--- src/rtl/alu_pkg.sv ---
// Shared opcodes, flag bit positions and mult/div FSM states for the multi-cycle ALU.
package alu_pkg;
  localparam logic [3:0] OP_MOVB = 4'h0;
  localparam logic [3:0] OP_ADD  = 4'h1;
  localparam logic [3:0] OP_MUL  = 4'h2;
  localparam logic [3:0] OP_DIV  = 4'h3;
  localparam logic [3:0] OP_AND  = 4'h4;
  localparam logic [3:0] OP_OR   = 4'h5;
  localparam logic [3:0] OP_NOR  = 4'h6;
  localparam logic [3:0] OP_SRL  = 4'h7;
  localparam logic [3:0] OP_SLL  = 4'h8;
  localparam logic [3:0] OP_SRA  = 4'h9;
  localparam logic [3:0] OP_LUI  = 4'hA;
  localparam logic [3:0] OP_ADD4 = 4'hB;
  localparam logic [3:0] OP_XOR  = 4'hC;
  localparam logic [3:0] OP_SLT  = 4'hD;

  localparam int FLAG_C = 3;
  localparam int FLAG_Z = 2;
  localparam int FLAG_N = 1;
  localparam int FLAG_V = 0;

  localparam int SIGN_SUB    = 0;
  localparam int SIGN_SIGNED = 1;

  typedef enum logic [1:0] {IDLE, RUN, FIX} mdState_t;
endpackage

--- src/rtl/alu_muldiv.sv ---
// Radix-2 shift-add multiplier / restoring divider: 1 load cycle, WIDTH iterations, 1 sign-fix cycle.
// Results are presented combinationally while in FIX; start is only honoured in IDLE.
module alu_muldiv
  import alu_pkg::*;
#(
  parameter int WIDTH = 32
) (
  input  logic             clk,
  input  logic             reset,
  input  logic             start,
  input  logic             isDiv,
  input  logic             isSigned,
  input  logic [WIDTH-1:0] opA,
  input  logic [WIDTH-1:0] opB,
  output logic             lastIter,
  output logic             fixVld,
  output logic [WIDTH-1:0] resHi,
  output logic [WIDTH-1:0] resLo,
  output logic             divZero
);
  localparam int CW = $clog2(WIDTH);

  mdState_t state, stateNext;
  logic [CW-1:0]    cnt;
  logic [WIDTH-1:0] hi, lo, mcand, aOrig;
  logic             divMode, negQ, negR, dz;
  logic [WIDTH-1:0] magA, magB;
  logic [WIDTH:0]   addSum, shifted, diff;
  logic [2*WIDTH-1:0] prod;

  assign magA    = (isSigned && opA[WIDTH-1]) ? -opA : opA;
  assign magB    = (isSigned && opB[WIDTH-1]) ? -opB : opB;
  assign addSum  = {1'b0, hi} + {1'b0, mcand};
  assign shifted = {hi, lo[WIDTH-1]};
  assign diff    = shifted - {1'b0, mcand};
  assign prod    = negQ ? -{hi, lo} : {hi, lo};
  assign divZero = dz;

  always_comb begin
    stateNext = state;
    lastIter  = 1'b0;
    fixVld    = 1'b0;
    case (state)
      IDLE: if (start) stateNext = RUN;
      RUN: begin
        if (cnt == CW'(WIDTH-1)) begin
          lastIter  = 1'b1;
          stateNext = FIX;
        end
      end
      FIX: begin
        fixVld    = 1'b1;
        stateNext = IDLE;
      end
      default: stateNext = IDLE;
    endcase
  end

  always_comb begin
    resHi = prod[2*WIDTH-1:WIDTH];
    resLo = prod[WIDTH-1:0];
    if (dz) begin
      resHi = aOrig;
      resLo = '1;
    end else if (divMode) begin
      resHi = negR ? -hi : hi;
      resLo = negQ ? -lo : lo;
    end
  end

  always_ff @(posedge clk) begin
    if (reset) state <= IDLE;
    else       state <= stateNext;
  end

  always_ff @(posedge clk) begin
    if (reset) begin
      cnt <= '0; hi <= '0; lo <= '0; mcand <= '0; aOrig <= '0;
      divMode <= 1'b0; negQ <= 1'b0; negR <= 1'b0; dz <= 1'b0;
    end else if (state == IDLE && start) begin
      // Divide keeps the dividend in lo and shifts it into hi; multiply keeps the multiplier in lo.
      cnt     <= '0;
      hi      <= '0;
      lo      <= isDiv ? magA : magB;
      mcand   <= isDiv ? magB : magA;
      aOrig   <= opA;
      divMode <= isDiv;
      dz      <= isDiv && (opB == '0);
      negQ    <= isSigned && (opA[WIDTH-1] ^ opB[WIDTH-1]);
      negR    <= isDiv && isSigned && opA[WIDTH-1];
    end else if (state == RUN) begin
      cnt <= cnt + 1'b1;
      if (divMode) begin
        if (!diff[WIDTH]) begin
          hi <= diff[WIDTH-1:0];
          lo <= {lo[WIDTH-2:0], 1'b1};
        end else begin
          hi <= shifted[WIDTH-1:0];
          lo <= {lo[WIDTH-2:0], 1'b0};
        end
      end else if (lo[0]) begin
        {hi, lo} <= {addSum, lo[WIDTH-1:1]};
      end else begin
        {hi, lo} <= {1'b0, hi, lo[WIDTH-1:1]};
      end
    end
  end
endmodule

--- src/rtl/alu_mc.sv ---
// Multi-cycle ALU: single-cycle ops finish one edge after accept, mult/div WIDTH+2 edges after accept.
// start is ignored while busy; a start coinciding with done is accepted.
module alu_mc
  import alu_pkg::*;
#(
  parameter int WIDTH = 32,
  parameter int SHW   = $clog2(WIDTH)
) (
  input  logic             clk,
  input  logic             reset,
  input  logic             start,
  input  logic [3:0]       operation,
  input  logic [1:0]       sign,
  input  logic [WIDTH-1:0] A,
  input  logic [WIDTH-1:0] B,
  output logic             busy,
  output logic             done,
  output logic [WIDTH-1:0] Y,
  output logic [WIDTH-1:0] outHI,
  output logic [WIDTH-1:0] outLO,
  output logic [3:0]       carryFlag,
  output logic             divzero
);
  logic             accept, pending, isMd;
  logic [3:0]       opReg;
  logic [1:0]       signReg;
  logic [WIDTH-1:0] aReg, bReg, bOp, sum, yNext, sraRes;
  logic [WIDTH:0]   addRes;
  logic [SHW-1:0]   shamt;
  logic [3:0]       flagsNext;
  logic             yWr, ltRes;
  logic             mdLast, mdFix, mdDz;
  logic [WIDTH-1:0] mdHi, mdLo;

  assign accept = start && !busy;
  assign isMd   = (opReg == OP_MUL) || (opReg == OP_DIV);
  assign shamt  = aReg[SHW-1:0];
  assign sraRes = $signed(bReg) >>> shamt;

  always_comb begin
    bOp    = signReg[SIGN_SUB] ? ~bReg : bReg;
    addRes = {1'b0, aReg} + {1'b0, bOp} + {{WIDTH{1'b0}}, signReg[SIGN_SUB]};
    sum    = addRes[WIDTH-1:0];
    ltRes  = signReg[SIGN_SIGNED] ? ($signed(aReg) < $signed(bReg)) : (aReg < bReg);
    flagsNext         = '0;
    flagsNext[FLAG_C] = addRes[WIDTH];
    flagsNext[FLAG_Z] = (sum == '0);
    flagsNext[FLAG_N] = sum[WIDTH-1];
    flagsNext[FLAG_V] = signReg[SIGN_SIGNED] && (aReg[WIDTH-1] == bOp[WIDTH-1])
                        && (sum[WIDTH-1] != aReg[WIDTH-1]);
    yNext = Y;
    yWr   = 1'b1;
    case (opReg)
      OP_MOVB: yNext = bReg;
      OP_ADD:  yNext = sum;
      OP_AND:  yNext = aReg & bReg;
      OP_OR:   yNext = aReg | bReg;
      OP_NOR:  yNext = ~(aReg | bReg);
      OP_SRL:  yNext = bReg >> shamt;
      OP_SLL:  yNext = bReg << shamt;
      OP_SRA:  yNext = sraRes;
      OP_LUI:  yNext = {bReg[WIDTH/2-1:0], {(WIDTH/2){1'b0}}};
      OP_ADD4: yNext = bReg + WIDTH'(4);
      OP_XOR:  yNext = aReg ^ bReg;
      OP_SLT:  yNext = {{(WIDTH-1){1'b0}}, ltRes};
      default: yWr   = 1'b0;
    endcase
  end

  alu_muldiv #(.WIDTH(WIDTH)) uMulDiv (
    .clk      (clk),
    .reset    (reset),
    .start    (pending && isMd),
    .isDiv    (opReg == OP_DIV),
    .isSigned (signReg[SIGN_SIGNED]),
    .opA      (aReg),
    .opB      (bReg),
    .lastIter (mdLast),
    .fixVld   (mdFix),
    .resHi    (mdHi),
    .resLo    (mdLo),
    .divZero  (mdDz)
  );

  always_ff @(posedge clk) begin
    if (reset) begin
      pending <= 1'b0; opReg <= '0; signReg <= '0; aReg <= '0; bReg <= '0;
      busy <= 1'b0; done <= 1'b0; divzero <= 1'b0;
      Y <= '0; outHI <= '0; outLO <= '0; carryFlag <= '0;
    end else begin
      done    <= 1'b0;
      pending <= accept;
      if (accept) begin
        opReg   <= operation;
        signReg <= sign;
        aReg    <= A;
        bReg    <= B;
        divzero <= 1'b0;
        if (operation == OP_MUL || operation == OP_DIV) busy <= 1'b1;
      end
      // busy drops as the engine enters FIX so a start can land on the done edge.
      if (mdLast) busy <= 1'b0;
      if (pending && !isMd) begin
        done <= 1'b1;
        if (yWr) Y <= yNext;
        if (opReg == OP_ADD) carryFlag <= flagsNext;
      end
      if (mdFix) begin
        done    <= 1'b1;
        outHI   <= mdHi;
        outLO   <= mdLo;
        divzero <= mdDz;
      end
    end
  end
endmodule
--- config.mk ---
export PLATFORM = sky130hd
export DESIGN_NAME = alu_mc
export DESIGN_NICKNAME = d
export VERILOG_FILES = /design/src/rtl/alu_pkg.sv /design/src/rtl/alu_muldiv.sv /design/src/rtl/alu_mc.sv
export SDC_FILE = /design/constraint.sdc
export NUM_CORES = 2
export LEC_CHECK = 0
export ABC_AREA = 0
export CORE_UTILIZATION = 40
export DETAILED_ROUTE_END_ITERATION = 10
export GPL_TIMING_DRIVEN = 0
export PLACE_DENSITY = 0.56
export SLEW_MARGIN = 20
export SYNTH_ARGS = -nofsm -noshare
export SYNTH_HDL_FRONTEND = slang
export SYNTH_SLANG_ARGS = --single-unit
export TNS_END_PERCENT = 50
--- constraint.sdc ---
create_clock -name clk -period 4.22 [get_ports clk]
set_input_delay 0.844 -clock clk [delete_from_list [all_inputs] [get_ports clk]]
set_output_delay 0.844 -clock clk [all_outputs]
set_load 0.01 [all_outputs]
---- Word-level counts from Yosys, hierarchy flattened ----
Index checks and enable logic that the tools add are counted.
cells by class
  reduce and logical (&&, ||, !) cells .... 30
  muxes and demuxes ....................... 33
  bitwise gates (word level) .............. 6
  shift operators ......................... 3
  add/subtract/negate cells ............... 11
  equal/unequal tests ..................... 22
  magnitude comparators ................... 2
operators with widths
  operator               number
  $mux 32                18
  $pmux 32 s12           1
  $neg 32->32            4
  $add 32x32->33         2
  $logic_not 32->1       2
  $lt 32x32->1           2
  $mux 64                1
  $neg 64->64            1
  $not 32->32            2
  $add 33x1->33          1
  $sub 33x32->33         1
  $add 32x3->32 const B  1
  $and 32x32->32         1
  $or 32x32->32          1
  $shl 32x5->32          1
  $shr 32x5->32          1
  $sshr 32x5->32         1
  $xor 32x32->32         1
  $eq 4x4->1 const B     6
  $eq 4x2->1 const B     4
  $eq 4x3->1 const B     4
  $logic_and 1x1->1      12
  $reduce_bool 12->1     1
  $reduce_or 12->1       1
  20 further kinds       37
storage, ports and cells
  input bits .............................. 73
  bits in registers ....................... 313

---- Longest topological paths before layout ----
  depth in word-level cells ............... 6
  depth in mapped cells ................... 15
  mapped depth without buffers ............ 13

---- Hierarchy ----
A second synthesis with hierarchy kept.
unflattened totals
  cells, all modules ...................... 3947
  area, all modules ....................... 29454.5 µm²
by module, submodules not included
  module      instances  area an instance (µm²)  cells each
  alu_mc      1          15655.0                 1989
  alu_muldiv  1          13799.5                 1958

---- Worst setup path before layout ----
Ideal clock, no wire load.
  path type ............................... register to register
  start ................................... register signReg[0]
  end ..................................... register carryFlag[0]
  clock period less this slack ............ 3.704 ns
  setup slack ............................. 0.516 ns
  arrival time ............................ 3.634 ns
  stages on the path, launching flop included .. 14
  cells stage by stage .................... dfxtp_1 clkbuf_1 buf_1 xor2_1 ha_1 nand4_1 or2_2 o221ai_1 nand2_1 a31oi_1 a31oi_1 xnor2_1 or4b_2 a21oi_1
between the ends
  word-level cells in the longest chain between the ends .. 5
  elaborated cells between the ends (all ways) .. 7
  classes of those cells .................. 2 x add/sub; 2 x eq/ne; 1 x mux; 2 x reduce/logical
RTL lines
  what                    RTL line       source
  from (decl)             alu_mc.sv:26   logic [1:0] signReg;
  from (signal assigned)  alu_mc.sv:95   signReg <= sign;
  $mux 32                 alu_mc.sv:41   bOp = signReg[SIGN_SUB] ? ~bReg : bReg;
  $add 32x32->33          alu_mc.sv:42   addRes = {1'b0, aReg} + {1'b0, bOp} + {{WIDTH{1'b0}}, signReg[SIGN_SUB]};
  $add 33x1->33           alu_mc.sv:42
  $ne 1x1->1              alu_mc.sv:50   && (sum[WIDTH-1] != aReg[WIDTH-1]);
  $logic_and 1x1->1 *     alu_mc.sv:50
  to (signal assigned)    alu_mc.sv:106  if (opReg == OP_ADD) carryFlag <= flagsNext;
  to (decl)               alu_mc.sv:21   output logic [3:0] carryFlag,
Every way passes the cells marked *; elsewhere a longest branch is shown, timed or not.
A chain may end at the register's enable or synchronous reset.

---- Final worst setup path ----
  start ................................... register aReg[2]
  end ..................................... register Y[5]
between the ends
  word-level cells in the longest chain between the ends .. 3
  elaborated cells between the ends (all ways) .. 6
  classes of those cells .................. 2 x add/sub; 3 x shift; 1 x mux
RTL lines
  what                    RTL line       source
  from (decl)             alu_mc.sv:27   logic [WIDTH-1:0] aReg, bReg, bOp, sum, yNext, sraRes;
  from (signal assigned)  alu_mc.sv:87   pending <= 1'b0; opReg <= '0; signReg <= '0; aReg <= '0; bReg <= '0;
  from (signal assigned)  alu_mc.sv:96   aReg <= A;
  $add 32x32->33          alu_mc.sv:42
  $add 33x1->33           alu_mc.sv:42
  $pmux 32 s12 *          alu_mc.sv:53   case (opReg)
  to (signal assigned)    alu_mc.sv:105  if (yWr) Y <= yNext;
  to (decl)               alu_mc.sv:18   output logic [WIDTH-1:0] Y,
Marked as above.

==> key figures <==
Run status
  – Status: finished, violations left
  – Failing checks: negative setup slack

Setup path
  – WP data required: 4740 ps
  – Worst setup SP type: register
  – Crit path DAT: 4920 ps
  – CP startpoint: aReg[2]
  – Critical Path End Type: register
  – Worst r2r src: aReg[2]
  – Critical Path Fanout Max: 10
  – Setup CP Type: reg2reg
  – R2r setup slk: -180 ps

GRT
  – Total gr overflow: 0
  – First-pass GRT wire length: about 230 mm
  – Vias in the first global route: 31386
  – Largest net degree at the start of global routing: 14
  – Initial antenna violation count: 5
  – Aggregate global-route resource usage: 0.4405

Final layout
  – Fin util: 0.4724
  – Final net count: 4425
  – Multi-input logic area: between 20000 and 25000 µm²
  – Register area: 6274 µm²
  – Synthesis-to-finish area growth: 16.28%
  – Layout cell share with drive strength beyond 1: 0.06361
  – # fillers: about 7300

STA
  – Minimum clock period: approximately 4400 ps
  – WHS: 450.9 ps
  – Final setup violation count: 7
  – Worst Max-Slew Pin Slew: 1322 ps
  – Final clock period utilization by the worst path: 1.042
  – Final Hold Violating Endpoints: 0
  – Max frequency: 227.4 MHz
  – Max_slew headroom: 0.1189
  – Clock Skew: 28.09 ps
  – RSZ-0062 raised after global routing: true
  – Max-slew violation count: 0
  – Final worst slack: -177.0 ps

Clock tree
  – Root Driver: clkbuf_16
  – Clock tree buffer depth: 3
  – Clk pin slew, worst setup/hold paths: around 60 ps
  – H-tree depth: 2
  – TritonCTS clock tree: done
  – Inserted Clock Buffers: 40
  – Clk Latency, worst-skew pair: slightly above 600 ps
  – CTS sink cnt: 313

Logic synthesis
  – Post-synth top area share: 0.2191
  – Largest area contributor in the netlist: dfxtp_1
  – Sequential area share after synthesis: 0.2191
  – Cell variety after synth: roughly 90
  – Number of synthesized flops with an enable pin: 0
  – Syn_nets: 4206
  – Async set-reset flop share out of synthesis: 0
  – Cells after synthesis: ~3900
  – Top post-synthesis cells by area: dfxtp_1 22%, ha_1 8.7%, nand2_1 7.2%
  – Syn. warnings: 0
  – Top FF cell, synth: dfxtp_1
  – Post-Synthesis Cell Area: roughly 29000 µm²
  – #FFs+latches synth: 313
  – Avg Synthesized Cell Area: 7.275 µm²

Drt
  – DRT Pass-1 Iters: 7
  – DR WL/cell: ~32 µm
  – Total Wirelength: 165.4 mm
  – Vias per cell: 6.484
  – Post-DRT Antenna Nets: 0
  – Vias: 33229
  – Iteration-0 DRC Markers: 4342
  – Number of remaining DRC errors: 0

Floorplanning
  – Starting density of the core: 0.4063
  – IO Pins: roughly 180
  – Num rows: 97
  – Core footprint: 70390 µm²
  – Die W: ~270 µm
  – Die H: 269.4 µm
  – Die area: ~73000 µm²

Power and ir drop
  – Peak VDD IR: 0.0002725 V
  – Leakage power: 0.01236 µW
  – Pwr per Cell Area: 295.6 nW/µm²

Placed design
  – Place WS: -870.8 ps
  – GPL Wtd Cong: 1.081
  – Number of port buffers: 175
  – Post-DP HPWL: 130.3 mm

Hold path
  – Worst hold path type: reg2reg
  – HP Start: uMulDiv.aOrig[24]

Job
  – Max Cap Viol: 0
-- placed cells by master, fill, tap and decap left out, drive strengths merged, types with 14 or more instances in the layout --
cell	count
a211oi	52
a21o	31
a21oi	400
a221oi	47
a222oi	25
a22oi	35
a31oi	39
and2	20
and3	25
buf	44
clkbuf	335
clkdlybuf4s50	175
dfxtp	313
ha	199
inv	140
mux2i	75
mux4	51
nand2	547
nand2b	35
nand3	71
nand4	26
nor2	403
nor2b	24
nor3	89
nor4	38
o2111ai	23
o211ai	50
o21a	21
o21ai	241
o21bai	18
o221ai	14
o22ai	45
o31ai	24
or3	22
xnor2	175
xor2	78
-- sequential cells by signal (all words and copies together) (netlist names), 2 cells and up --
name / count
Y: 32
aReg: 32
bReg: 32
outHI: 32
outLO: 32
uMulDiv.aOrig: 32
uMulDiv.hi: 32
uMulDiv.lo: 32
uMulDiv.mcand: 32
uMulDiv.cnt: 5
carryFlag: 4
opReg: 4
signReg: 2
uMulDiv.state: 2
-- per-stage QoR --
step | power, µW | cell area, µm² | TNS, ps | instances
6_report | 9832 | 33260 | -524.9 | 5125
5_1_grt | 10030 | 33250 | -184.1 | 5124
4_1_cts | 9660 | 33120 | -22.92 | 5122
3_5_place_dp | 5892 | 31560 | -14850 | 5048
3_3_place_gp | 5911 | 31530 | -16650 | 5046
2_1_floorplan | 4749 | 28600 | 0 | 3931
-- cell families after synthesis --
kind of cell | count (synthesis) | share of synthesized area
AO/OA/AOI/OAI | 1201 | 0.2699
XOR/XNOR | 253 | 0.07748
adder cells (fa/ha/maj) | 202 | 0.08916
buffers and inverters | 465 | 0.06186
flip-flops | 313 | 0.2191
multiplexers | 138 | 0.07113
AND/OR/NAND/NOR | 1359 | 0.2113
-- path summary, 6_finish.rpt --
path                            cells after the start                 to
worst max-delay path                               10               Y[5]
worst min-delay path                                2  uMulDiv.aOrig[24]
worst max register to register                     10               Y[5]
worst min register to register                      2  uMulDiv.aOrig[24]
-- critical path, stage by stage, from the launching register on --
cell and delay (ps):
dfxtp_2 400, clkbuf_2 280, clkinvlp_4 230, buf_2 380, clkbuf_1 720, mux2i_1 380
o21ai_0 1030, a221oi_1 330, nor3_1 380, a21oi_1 70, nor2_1 90
-- where the power goes --
part / total [µW] / switching (µW) / internal (µW)
registers: 3240 / 204 / 3030
logic: 2800 / 1920 / 880
clock network: 3790 / 1570 / 2220
-- area by class of cell --
cell class,count,share of cell area
clock buffers,56,0.03435
diodes,3,0.0002257
inverters,144,0.01659
clock inverters,18,0.008315
well taps,940,0.03536
repair buffers,179,0.05357
plain buffers,319,0.04011
multi-input cells,3153,0.6228
flip-flops and latches,313,0.1886
-- Yosys cell counts, types with 14 or more instances --
cell	count
nand4_1	26
mux2i_1	75
o31ai_1	24
nand3_1	71
a21oi_1	400
nor4_1	38
a21o_1	31
o22ai_1	45
and3_1	25
a222oi_1	25
o21ai_0	234
nor3_1	88
xnor2_1	175
nor2_1	402
nand2b_1	35
o21a_1	21
o211ai_1	50
a211oi_1	52
or3_1	21
a31oi_1	39
mux4_2	51
a22oi_1	35
o21bai_1	18
ha_1	199
and2_1	19
nand2_1	547
inv_1	139
a221oi_1	47
o2111ai_1	23
clkbuf_1	284
o221ai_1	14
xor2_1	78
dfxtp_1	313
buf_1	25
nor2b_1	24
-- repair_timing --
| action | CTS | global route |
|---|---|---|
| resized for setup | 64 | 76 |
| pin swaps | 0 | 0 |
| hold buffers | 0 | 0 |
| setup buffers | 1 | 1 |
| setup endpoints to repair | 64 | 44 |
-- routing by layer --
| layer | vias up | global-route usage | part of all wire |
|---|---|---|---|
| li1 | 14670 | - | - |
| met1 | 15880 | 0.5054 | 0.37 |
| met2 | 2022 | 0.6862 | 0.43 |
| met4 | 8 | 0.4080 | 0.11 |
| met5 | - | 0 | 0.00030 |
| met3 | 649 | 0.09190 | 0.087 |
Power figures use the tool's default switching activity.
